File: src/rtl/ex_muldiv_seq.sv
// ex_muldiv_seq: iterative RV32M multiply/divide/remainder sequencer beside the EX-stage ALU.
// One shift-add or restoring-divide step per cycle; the latency is the same for every op.
module ex_muldiv_seq #(
  parameter int BIT_W = 32
) (
  input  logic             clk,
  input  logic             rst_n,
  input  logic             valid_in,
  input  logic [2:0]       op_in,
  input  logic [BIT_W-1:0] opA_in,
  input  logic [BIT_W-1:0] opB_in,
  input  logic             flush_in,
  output logic             stall_out,
  output logic             done_out,
  output logic [BIT_W-1:0] result_out,
  output logic             busy_out
);
  localparam int AW = 2*BIT_W + 1;
  localparam int CW = $clog2(BIT_W);
  localparam logic [CW-1:0] CNT_LAST = CW'(BIT_W - 1);
  localparam logic [CW-1:0] CNT_ONE  = CW'(1);
  localparam logic [CW-1:0] CNT_ZERO = CW'(0);

  localparam logic [2:0] OP_MUL    = 3'd0;
  localparam logic [2:0] OP_MULH   = 3'd1;
  localparam logic [2:0] OP_MULHSU = 3'd2;
  localparam logic [2:0] OP_MULHU  = 3'd3;
  localparam logic [2:0] OP_DIV    = 3'd4;
  localparam logic [2:0] OP_DIVU   = 3'd5;
  localparam logic [2:0] OP_REM    = 3'd6;

  typedef enum logic [1:0] {
    S_IDLE = 2'd0,
    S_CALC = 2'd1,
    S_FIX  = 2'd2,
    S_DONE = 2'd3
  } state_t;

  state_t           r_state;
  logic [2:0]       r_op;
  logic [BIT_W-1:0] r_a;
  logic [BIT_W-1:0] r_b;
  logic [BIT_W-1:0] r_result;
  logic [AW-1:0]    r_acc;
  logic [CW-1:0]    r_cnt;
  logic             r_neg;
  logic             r_bzero;
  logic             r_done;

  logic             w_accept;
  logic             w_sa;
  logic             w_sb;
  logic             w_neg_in;
  logic             w_qbit;
  logic [BIT_W-1:0] w_mag_a;
  logic [BIT_W-1:0] w_mag_b;
  logic [BIT_W:0]   w_rem_sh;
  logic [BIT_W:0]   w_rem_sub;
  logic [AW-1:0]    w_addend;
  logic [AW-1:0]    w_mul_next;
  logic [2*BIT_W-1:0] w_prod;
  logic [BIT_W-1:0] w_quo;
  logic [BIT_W-1:0] w_rem;
  logic [BIT_W-1:0] w_fix;

  function automatic logic [BIT_W-1:0] neg_if(input logic n, input logic [BIT_W-1:0] v);
    return n ? ({BIT_W{1'b0}} - v) : v;
  endfunction

  function automatic logic [2*BIT_W-1:0] neg_if_w(input logic n, input logic [2*BIT_W-1:0] v);
    return n ? ({(2*BIT_W){1'b0}} - v) : v;
  endfunction

  // Operand conditioning at accept, one datapath step, and final sign fix / half select.
  always_comb begin
    w_accept = (r_state == S_IDLE) && valid_in && !flush_in;
    case (op_in)
      OP_MULH, OP_DIV, OP_REM: begin
        w_sa = opA_in[BIT_W-1];
        w_sb = opB_in[BIT_W-1];
      end
      OP_MULHSU: begin
        w_sa = opA_in[BIT_W-1];
        w_sb = 1'b0;
      end
      default: begin
        w_sa = 1'b0;
        w_sb = 1'b0;
      end
    endcase
    w_mag_a  = neg_if(w_sa, opA_in);
    w_mag_b  = neg_if(w_sb, opB_in);
    // Remainder takes the dividend's sign; products and quotients take the XOR.
    w_neg_in = (op_in == OP_REM) ? w_sa : (w_sa ^ w_sb);

    w_rem_sh   = {r_acc[BIT_W-1:0], r_a[BIT_W-1]};
    w_rem_sub  = w_rem_sh - {1'b0, r_b};
    w_qbit     = !w_rem_sub[BIT_W];
    w_addend   = r_a[BIT_W-1] ? {{(BIT_W+1){1'b0}}, r_b} : {AW{1'b0}};
    w_mul_next = {r_acc[AW-2:0], 1'b0} + w_addend;

    w_prod = neg_if_w(r_neg, r_acc[2*BIT_W-1:0]);
    w_quo  = r_bzero ? {BIT_W{1'b1}} : neg_if(r_neg, r_a);
    w_rem  = neg_if(r_neg, r_acc[BIT_W-1:0]);
    case (r_op)
      OP_MUL:                       w_fix = w_prod[BIT_W-1:0];
      OP_MULH, OP_MULHSU, OP_MULHU: w_fix = w_prod[2*BIT_W-1:BIT_W];
      OP_DIV, OP_DIVU:              w_fix = w_quo;
      default:                      w_fix = w_rem;
    endcase
  end

  // Sequencer FSM with its datapath registers and registered result/done.
  always_ff @(posedge clk or negedge rst_n) begin
    if (!rst_n) begin
      r_state  <= S_IDLE;
      r_op     <= 3'd0;
      r_a      <= {BIT_W{1'b0}};
      r_b      <= {BIT_W{1'b0}};
      r_result <= {BIT_W{1'b0}};
      r_acc    <= {AW{1'b0}};
      r_cnt    <= CNT_ZERO;
      r_neg    <= 1'b0;
      r_bzero  <= 1'b0;
      r_done   <= 1'b0;
    end else begin
      case (r_state)
        S_IDLE: begin
          r_done <= 1'b0;
          if (w_accept) begin
            r_op    <= op_in;
            r_a     <= w_mag_a;
            r_b     <= w_mag_b;
            r_neg   <= w_neg_in;
            r_bzero <= (opB_in == {BIT_W{1'b0}});
            r_acc   <= {AW{1'b0}};
            r_cnt   <= CNT_LAST;
            r_state <= S_CALC;
          end else begin
            r_state <= S_IDLE;
          end
        end
        S_CALC: begin
          if (flush_in) begin
            r_state <= S_IDLE;
          end else begin
            // r_a supplies operand bits MSB-first; for divide it collects quotient bits.
            if (r_op[2]) begin
              r_acc <= {{(AW-BIT_W){1'b0}}, (w_qbit ? w_rem_sub[BIT_W-1:0] : w_rem_sh[BIT_W-1:0])};
              r_a   <= {r_a[BIT_W-2:0], w_qbit};
            end else begin
              r_acc <= w_mul_next;
              r_a   <= {r_a[BIT_W-2:0], 1'b0};
            end
            r_cnt   <= r_cnt - CNT_ONE;
            r_state <= (r_cnt == CNT_ZERO) ? S_FIX : S_CALC;
          end
        end
        S_FIX: begin
          if (flush_in) begin
            r_state <= S_IDLE;
          end else begin
            r_result <= w_fix;
            r_done   <= 1'b1;
            r_state  <= S_DONE;
          end
        end
        S_DONE: begin
          r_done  <= 1'b0;
          r_state <= S_IDLE;
        end
        default: begin
          r_done  <= 1'b0;
          r_state <= S_IDLE;
        end
      endcase
    end
  end

  assign stall_out  = w_accept || (r_state == S_CALC) || (r_state == S_FIX);
  assign done_out   = r_done;
  assign result_out = r_result;
  assign busy_out   = (r_state != S_IDLE);

endmodule

File: config.mk
export PLATFORM = sky130hd
export DESIGN_NAME = ex_muldiv_seq
export DESIGN_NICKNAME = d
export VERILOG_FILES = /design/src/rtl/ex_muldiv_seq.sv
export SDC_FILE = /design/constraint.sdc
export NUM_CORES = 1
export LEC_CHECK = 0
export ABC_AREA = 1
export BUFFER_PORTS_ARGS = -buffer_cell sky130_fd_sc_hd__clkbuf_2
export CORE_MARGIN = 5
export CORE_UTILIZATION = 30
export CTS_CLUSTER_DIAMETER = 50
export DETAILED_ROUTE_END_ITERATION = 8
export PLACE_DENSITY = 0.54
export RECOVER_POWER = 50
export SYNTH_ARGS = -nofsm -noshare
export SYNTH_HDL_FRONTEND = slang
export SYNTH_SLANG_ARGS = --single-unit
File: constraint.sdc
create_clock -name clk -period 6.9 [get_ports clk]
set_input_delay 1.38 -clock clk [delete_from_list [all_inputs] [get_ports clk]]
set_output_delay 1.38 -clock clk [all_outputs]
set_load 0.01 [all_outputs]
# Yosys cells after proc, flatten, opt, wreduce, memory -nomap -nowiden
# Index checks and enable logic that the tools add are counted.
[word_totals]
out_inout_bits = 35
in_bits = 71
regBits = 173
latchBits = 0
ramBits = 0
mem_count = 0
word_cells = 87
romBits = 0
[classes]
eq_ne = 15
muxes = 30
magnitude_cmp = 0
shifts = 0
n_div = 0
addsub = 8
multipliers = 0
bitwise_logic = 2
reduce_logical = 22
[op_table]
columns = ["cell", "count"]
rows = [
  ["two-way mux 32 bit", 9],
  ["two-way mux 64 bit", 4],
  ["case mux 64 bit (2 select lines)", 1],
  ["subtractor 1 x 32 -> 32 bit, first input constant", 4],
  ["case mux 32 bit (3 select lines)", 1],
  ["adder 64 x 32 -> 64 bit", 1],
  ["case mux 32 bit (2 select lines)", 1],
  ["subtractor 1 x 64 -> 64 bit, first input constant", 1],
  ["subtractor 33 x 32 -> 33 bit", 1],
  ["zero test 32 bit", 1],
  ["== test 3 bit, second input constant", 4],
  ["two-way mux 5 bit", 2],
  ["case mux 5 bit (2 select lines)", 1],
  ["== test 3 x 2 -> 1 bit, second input constant", 3],
  ["case mux 2 bit (4 select lines)", 1],
  ["== test 3 x 1 -> 1 bit, second input constant", 2],
  ["two-way mux 1 bit", 6],
  ["two-way mux 2 bit", 3],
  ["inequality test 2 bit, second input constant", 3],
  ["AND reduction 2 bit", 3],
  ["nonzero test 2 bit", 3],
  ["OR reduction 3 bit", 2],
  ["zero test 5 bit", 1],
  ["subtractor 5 x 1 -> 5 bit, second input constant", 1],
  ["other kinds (13)", 18],
]

# Logic depth before layout (Yosys ltp)
# Gate-level depths: netlist of the first run.
[depth]
word_depth = 6
mapped_depth = 20
depth_no_buf = 19

# Worst setup path after synthesis of the first run
# OpenSTA, ideal clock, no wires.
[synth_timing]
kind = "in2out"
from = "in flush_in"
to = "out stall_out"
arrival_time_ns = 2.251
n_path_buf = 2
path_stages = 5
slack_ns = 3.269
required_time_ns = 5.520
path_cell_list = "inv_1 > nand3_1 > clkbuf_1 > clkbuf_1 > nand3_1"
[synth_between]
elab_chain_len = 4
[synth_rtl]
columns = ["item", "line_no", "source"]
rows = [
  ["from (decl)", "12", "input logic flush_in,"],
  ["zero test 1 bit", "76", "w_accept = (r_state == S_IDLE) && valid_in && !flush_in;"],
  ["logical AND 1 bit", "76", ""],
  ["logical OR 1 bit (2 in series)", "180", "assign stall_out = w_accept || (r_state == S_CALC) || (r_state == S_FIX);"],
  ["to (decl)", "13", "output logic stall_out,"],
]
# No other way between the ends.

# Final worst setup path of the first run
# Ends and elaborated chain as after synthesis.

==> impl_metrics.yaml, run 1 <==
clocking:
  post_cts_buffers: 0
  cts_hold_buf: 0
  clock_tree.root_cell: "clkbuf_16"
  cts-resized-gates: 0
  cts_made_buffers: 17
  clk_path_buf_depth: 2
  clock_latency_ns: 0.51
  cts_max_level: 4
  cts.sinks: 173
  clk_pin_slew_worst_paths_ns: 0.07
  tritoncts: "built"
yosys:
  postSynthAreaPerCell_um2: 5.589
  syn_area_um2: 19850
  dominantRegCellSynth: "dfrtp_1"
  synth_edf_count: 0
  yosysSeqAreaShare_pct: 21.81
  yosysUniqueCellTypes: 55
  syn_nets: 3699
  async_reset_ff_share_pct: 100.0
  ys_warn_count: 0
  synthCells: 3552
  synth-seq-cells: 173
place:
  port_buffers: 105
  gp_congestion: 0.9648
  post-dp-hpwl_um: 66590
timing:
  min_period_ns: 4.826
  rsz0062_at_grt: "false"
  skew_ns: 0.01852
  setup-violations-final: 0
  timing.fmax_ghz: 0.2072
  maxSlewViolCount: 175
  hold_violations: 0
  fin_setup_tns_ns: 0
  hold_slack_ns: 0.4926
  tightest_slew_ns: 4.075
  fin_crit_sh_pct: 69.94
  relSlewSlack_pct: -171.7
cells_and_area:
  layout-drive-gt1-share_pct: 6.441
  num-nets-final: 3736
  area_growth_pct: 9.283
  final_common_cell: "nand2_1"
  antennaDiodeCount: 0
  most-common-layout-cells: "1,183 x nand2_1, 549 x inv_1, 397 x nor2_1, 397 x nand3_1, 171 x dfrtp_1"
routing:
  drc_errors: 0
  detail_route.first_pass.iterations: 6
  final_antenna_net_count: 0
  via_per_inst: 5.005
  drt_iter0_drc: 2023
  wire_per_inst_um: 18.63
  num_vias: 22354
  wirelength_um: 83220
power_and_ir_drop:
  ir_worst_vdd_mv: 0.2699
  power_density_nw_per_um2: 421.3
  leakage_uw: 0.01186
floorplanning:
  fp.dieH_um: 267.2
  io_pins: 106
  rows: 94
  die_area_um2: 71420
  floorplan.initialDensity_pct: 30.20
  fp.dieW_um: 267.2
  coreArea_um2: 65750
status:
  violations: "capacitance limit, slew limit"
  outcome: "complete, but fails checks"
worst_setup_path:
  required_ns: 5.52
  endpoint_kind: "primary output"
  critical_path_arrival_ns: 3.45
  path_max_fanout: 50
  criticalPathCategory: "in -> out"
  cp-start-kind: "input pin"
job:
  drv_cap: 3
global_routing:
  antenna_found_initial: 0
  gr-total-overflow: 0
  grt_pass1_vias: 21203
  grtUsageTotal_pct: 23.12
  grt_max_degree: 71
  grt_pass1_wl_um: 128100
hold_path:
  hp-class: "reg -> reg"
[cells in the mapped netlist (14+ instances only)]
master / count / area (µm²)
buf_2: 28 / 140.1
inv_2: 15 / 56.30
o22ai_1: 20 / 125.1
a21oi_1: 130 / 650.6
inv_1: 549 / 2061
nand4_1: 58 / 362.9
nand2_1: 1183 / 4441
nand3_1: 398 / 1992
dfrtp_1: 173 / 4329
nor2_1: 400 / 1501
nor3_1: 38 / 190.2
ha_1: 74 / 925.9
clkbuf_1: 55 / 206.5
or2_2: 17 / 106.4
xnor2_1: 21 / 183.9
o21ai_0: 166 / 830.8
o21ai_1: 19 / 95.09
xor2_1: 45 / 394.1
nand3b_1: 14 / 105.1
[cells by family after synthesis]
kind of cell / Yosys count / share of synthesized area, %
and+or+nand+nor: 2172 / 46.35
buffers and inverters: 669 / 13.10
AOI/OAI and AO/OA: 396 / 10.96
DFF: 173 / 21.81
adders and majority gates: 76 / 4.865
xor gates and xnor gates: 66 / 2.912
[registers in the layout (all words and copies together) (netlist names)]
name and cells:
r_acc 64, r_a 32, r_b 32, result_out 32, r_cnt 5, r_op 3
r_state 2, done_out 1, r_bzero 1, r_neg 1
[per-stage QoR]
| step | instances | worst slack [ns] | total power [µW] | util (%) | area, µm² |
|---|---|---|---|---|---|
| after detailed placement | 4434 | 2.769 | 8013 | 32.15 | 21140 |
| after global routing | 4466 | 1.360 | 9995 | 33.00 | 21700 |
| after CTS | 4466 | 2.885 | 9068 | 33.04 | 21720 |
| after floorplan | 3552 | 3.269 | 6065 | - | 19850 |
| after global placement | 4434 | 2.822 | 8030 | 32.15 | 21140 |
| final | 4466 | 2.074 | 9141 | 33.00 | 21700 |
[path summary, 6_finish.rpt]
| path | slack (ns) | from | cells after the start | endpoint |
|---|---|---|---|---|
| max | 2.07 | flush_in | 6 | stall_out |
| min | 0.49 | r_op[0] | 2 | r_op[0] |
| max reg2reg | 2.59 | r_state[0] | 10 | result_out[19] |
| min reg2reg | 0.49 | r_op[0] | 2 | r_op[0] |
| max in group asynchronous | 2.16 | rst_n | 2 | result_out[21] |
| min in group asynchronous | 2.27 | rst_n | 1 | r_acc[21] |
[power by group]
group          internal (µW)  switching [µW]  total (µW)
clock network            490             528        1020
logic                   1890            4340        6230
registers               1290             600        1890
[layer usage]
metal | wire length [µm] | track usage [%]
met3 | 4586 | 2.802
met5 | 0 | 0
met4 | 2422 | 7.046
met2 | 37620 | 37.28
met1 | 38590 | 32.49
[worst max-delay path, cell delays in order]
cell	delay, ns
clkbuf_1	0.17
inv_1	0.12
nand3_2	0.07
clkbuf_1	1.33
nand3_1	0.15
clkbuf_2	0.22
[area by class of cell]
class / count / area (µm²)
fill: 7515 / 44050
multi-input combinational: 2710 / 12940
sequential: 173 / 4334
inverter: 565 / 2121
tap: 864 / 1081
timing repair buffer: 122 / 636.9
clock buffer: 18 / 439.2
clock inverter: 14 / 143.9
No activity file was read; power rests on OpenSTA's default activity.
==> run 2: changes to the inputs <==
--- a/config.mk
+++ b/config.mk
@@ -5,13 +5,13 @@
 export SDC_FILE = /design/constraint.sdc
 export NUM_CORES = 1
 export LEC_CHECK = 0
-export ABC_AREA = 1
+export ABC_AREA = 0
 export BUFFER_PORTS_ARGS = -buffer_cell sky130_fd_sc_hd__clkbuf_2
 export CORE_MARGIN = 5
 export CORE_UTILIZATION = 30
 export CTS_CLUSTER_DIAMETER = 50
 export DETAILED_ROUTE_END_ITERATION = 8
-export PLACE_DENSITY = 0.54
+export PLACE_DENSITY = 0.56
 export RECOVER_POWER = 50
 export SYNTH_ARGS = -nofsm -noshare
 export SYNTH_HDL_FRONTEND = slang
==> constraint.sdc (replaced) <==
create_clock -name clk -period 4 [get_ports clk]
set_input_delay 0.8 -clock clk [delete_from_list [all_inputs] [get_ports clk]]
set_output_delay 0.8 -clock clk [all_outputs]
set_load 0.01 [all_outputs]
==> run 2 against run 1 <==
The flow still finishes with violations (capacitance limit, slew limit). Setup slack got worse by 1.8 ns. Non-clock buffer count increased by 51. Power increased by 48%. Flip-flop and latch count unchanged. Largest cell class unchanged.
==> impl_metrics.yaml, run 2 <==
hold_path:
  hp-class: "reg -> reg"
  hold_depth: 2
  holdPathEnd: "r_b[5]"
  hp-start: "r_b[5]"
power_and_ir_drop:
  switchingPower_uw: 6948
  power_density_nw_per_um2: 781.5
  ir_worst_vdd_mv: 0.5179
  combPwrFrac_pct: 66.4
  swShare_pct: 51.43
  internal_power_uw: 6561
  pwr-share-seq_pct: 21.1
  power.clock.fraction_pct: 12.5
  leakage_uw: 0.007332
  finalPower_uw: 13510
clocking:
  tritoncts: "built"
  cts_hold_buf: 0
  cts.sinks: 173
  clock_tree.root_cell: "clkbuf_16"
  clk_pin_slew_worst_paths_ns: 0.08
  cts_made_buffers: 17
  clk_path_buf_depth: 2
  cts_max_level: 4
  cts-resized-gates: 0
  clock_latency_ns: 0.46
  post_cts_buffers: 0
cells_and_area:
  finalNonFillerCells: 2711
  layout-drive-gt1-share_pct: 11.38
  largest_register_ffs: 64
  fin_area_um2: 17290
  area_growth_pct: 13.01
  antennaDiodeCount: 0
  num-nets-final: 2173
  regMostFlops: "r_acc"
  final_common_cell: "o21ai_0"
  fill_cells: 5360
  most-common-layout-cells: "287 x o21ai_0, 228 x nand2_1, 172 x dfrtp_1"
  final_util_pct: 34.38
yosys:
  synth_mux_area_share_pct: 2.135
  syn_nets: 2103
  async_reset_ff_share_pct: 100.0
  dominantRegCellSynth: "dfrtp_1"
  yosysUniqueCellTypes: 78
  ys_warn_count: 0
  synth_top_family_by_area: "compound AO/OA/AOI/OAI gates"
  postSynthAreaPerCell_um2: 7.820
  yosysMostFrequentCell: "o21ai_0"
  synth-seq-cells: 173
  synth_area_leaders: "dfrtp_1 28%, o21ai_0 9.4%, xnor2_1 7.2%"
  synthAdderAreaFrac_pct: 6.315
  synthTopCellsByCount: "287 x o21ai_0, 228 x nand2_1, 173 x dfrtp_1"
  synthXorXnorAreaFrac_pct: 13.11
  synth_top_area_share_pct: 28.30
  yosys.area.top_type: "dfrtp_1"
  synthCells: 1956
  synth-compound-area-share_pct: 26.63
  yosys.area_share.simple_pct: 18.94
  synth_edf_count: 0
  yosysSeqAreaShare_pct: 28.30
  syn_area_um2: 15300
timing:
  skew_ns: 0.01059
  setup-violations-final: 0
  timing.fmax_ghz: 0.2652
  maxSlewViolCount: 156
  relSlewSlack_pct: -26.76
  fin_setup_tns_ns: 0
  tightest_slew_ns: 1.901
  rsz0062_at_grt: "false"
  min_period_ns: 3.771
  hold_violations: 0
  fin_crit_sh_pct: 94.28
place:
  gp_congestion: 0.8980
  place_area_um2: 16730
  port_buffers: 105
  dp_cells: 2679
  post-dp-hpwl_um: 39250
worst_setup_path:
  slowest_delay_ns: 0.59
  crit_buf_inv: 3
  r2r_cells: 14
  critical_path_arrival_ns: 4.17
  ff2ff_setup_slack_ns: 0.23
  path_max_fanout: 6
  criticalPathCategory: "reg -> reg"
  cp-start-kind: "flop"
  required_ns: 4.40
  worstPathCellList: "clkinv_1 > ha_1 > fa_1 > nand2b_1 > a21o_1 > a21oi_1 > a211oi_1 > or4_1 > a21oi_2 > buf_4 > nor3_1 > buf_4 > or4_1 > nand3_1"
  crit_family: "simple AND/OR/NAND/NOR gates"
  reg2reg_to: "r_acc[26]"
  critical_path.slowest_cell: "or4_1"
  endpoint_kind: "flop"
  r2r-start: "r_a[31]"
  critical_path_cell_count: 14
global_routing:
  grtUsageTotal_pct: 17.65
  grt_util_met3_pct: 3.586
  grt_pass1_wl_um: 79850
  grt_pass1_vias: 14385
  met2_usage_pct: 28.26
  grt.busiest_layer: "met2"
  gr-total-overflow: 0
  antenna_found_initial: 0
  grt_util_met1_pct: 24.23
  grt_max_degree: 75
routing:
  final_antenna_net_count: 0
  detail_route.first_pass.iterations: 6
  wire_per_inst_um: 18.73
  wirelength_um: 50780
  num_vias: 14933
  via_per_inst: 5.508
  drc_errors: 0
  drt_iter0_drc: 1329
floorplanning:
  die_area_um2: 55600
  fp.dieH_um: 235.8
  floorplan.initialDensity_pct: 30.43
  coreArea_um2: 50270
  rows: 82
  fp.dieW_um: 235.8
  io_pins: 106
status:
  outcome: "complete, but fails checks"
  violations: "capacitance limit, slew limit"
job:
  drv_cap: 3
[run 2: worst max-delay path by stage]
stage                      to  slack, ns    start
floorplan           r_acc[10]       0.18  r_a[31]
global placement     r_acc[1]       0.28  r_a[31]
detailed placement   r_acc[0]       0.16  r_a[31]
CTS                  r_acc[0]       0.13  r_a[31]
global route        r_acc[26]       0.01  r_a[31]
finish              r_acc[26]       0.23  r_a[31]
[run 2: cell type report]
| class | instances | area [µm²] | share of cell area, % |
|---|---|---|---|
| Clock buffer | 21 | 470.5 | 2.722 |
| Clock inverter | 11 | 108.9 | 0.6297 |
| Inverter | 61 | 229.0 | 1.325 |
| Multi-Input combinational cell | 1600 | 10290 | 59.55 |
| Sequential cell | 173 | 4330 | 25.05 |
| Tap cell | 672 | 840.8 | 4.864 |
| Timing Repair Buffer | 173 | 1012 | 5.856 |
[run 2: cell families (layout without fill, tap and decap cells)]
family / count (synthesis) / after routing
xor gates and xnor gates: 229 / 229
AOI/OAI and AO/OA: 672 / 672
DFF: 173 / 173
buffers and inverters: 183 / 266
and+or+nand+nor: 591 / 591
adders and majority gates: 76 / 76
muxes: 32 / 32
[run 2: power groups by stage]
stage                     Combinational [µW]  Sequential [µW]  Clock, µW
after floorplan                         6200             2710          0
after global placement                  8690             2860          0
after detailed placement                8770             2880          0
after CTS                               8810             2840       1720
after global routing                    9800             2930       1800
final                                   8970             2850       1690
[run 2: tightest hold or removal path, delay by kind of cell, from the launching register on]
family             cells  cell delay [ns]
AOI/OAI and AO/OA      1             0.06
and+or+nand+nor        1             0.05
DFF                    1             0.34
[run 2: through the flow]
step / setup WS (ns) / hold slack (ns)
after detailed placement: 0.1560 / 0.4697
after floorplan: 0.1794 / 0.4498
final: 0.2286 / 0.4803
after CTS: 0.1300 / 0.3889
after global placement: 0.2799 / 0.4626
after global routing: 0.01414 / 0.4995
[run 2: metal layers]
metal  share of wire [%]  vias up
li1                    -     7195
met1                  45     7155
met2                  46      493
met3                 6.3       90
met4                 2.6        0
met5                   0        -
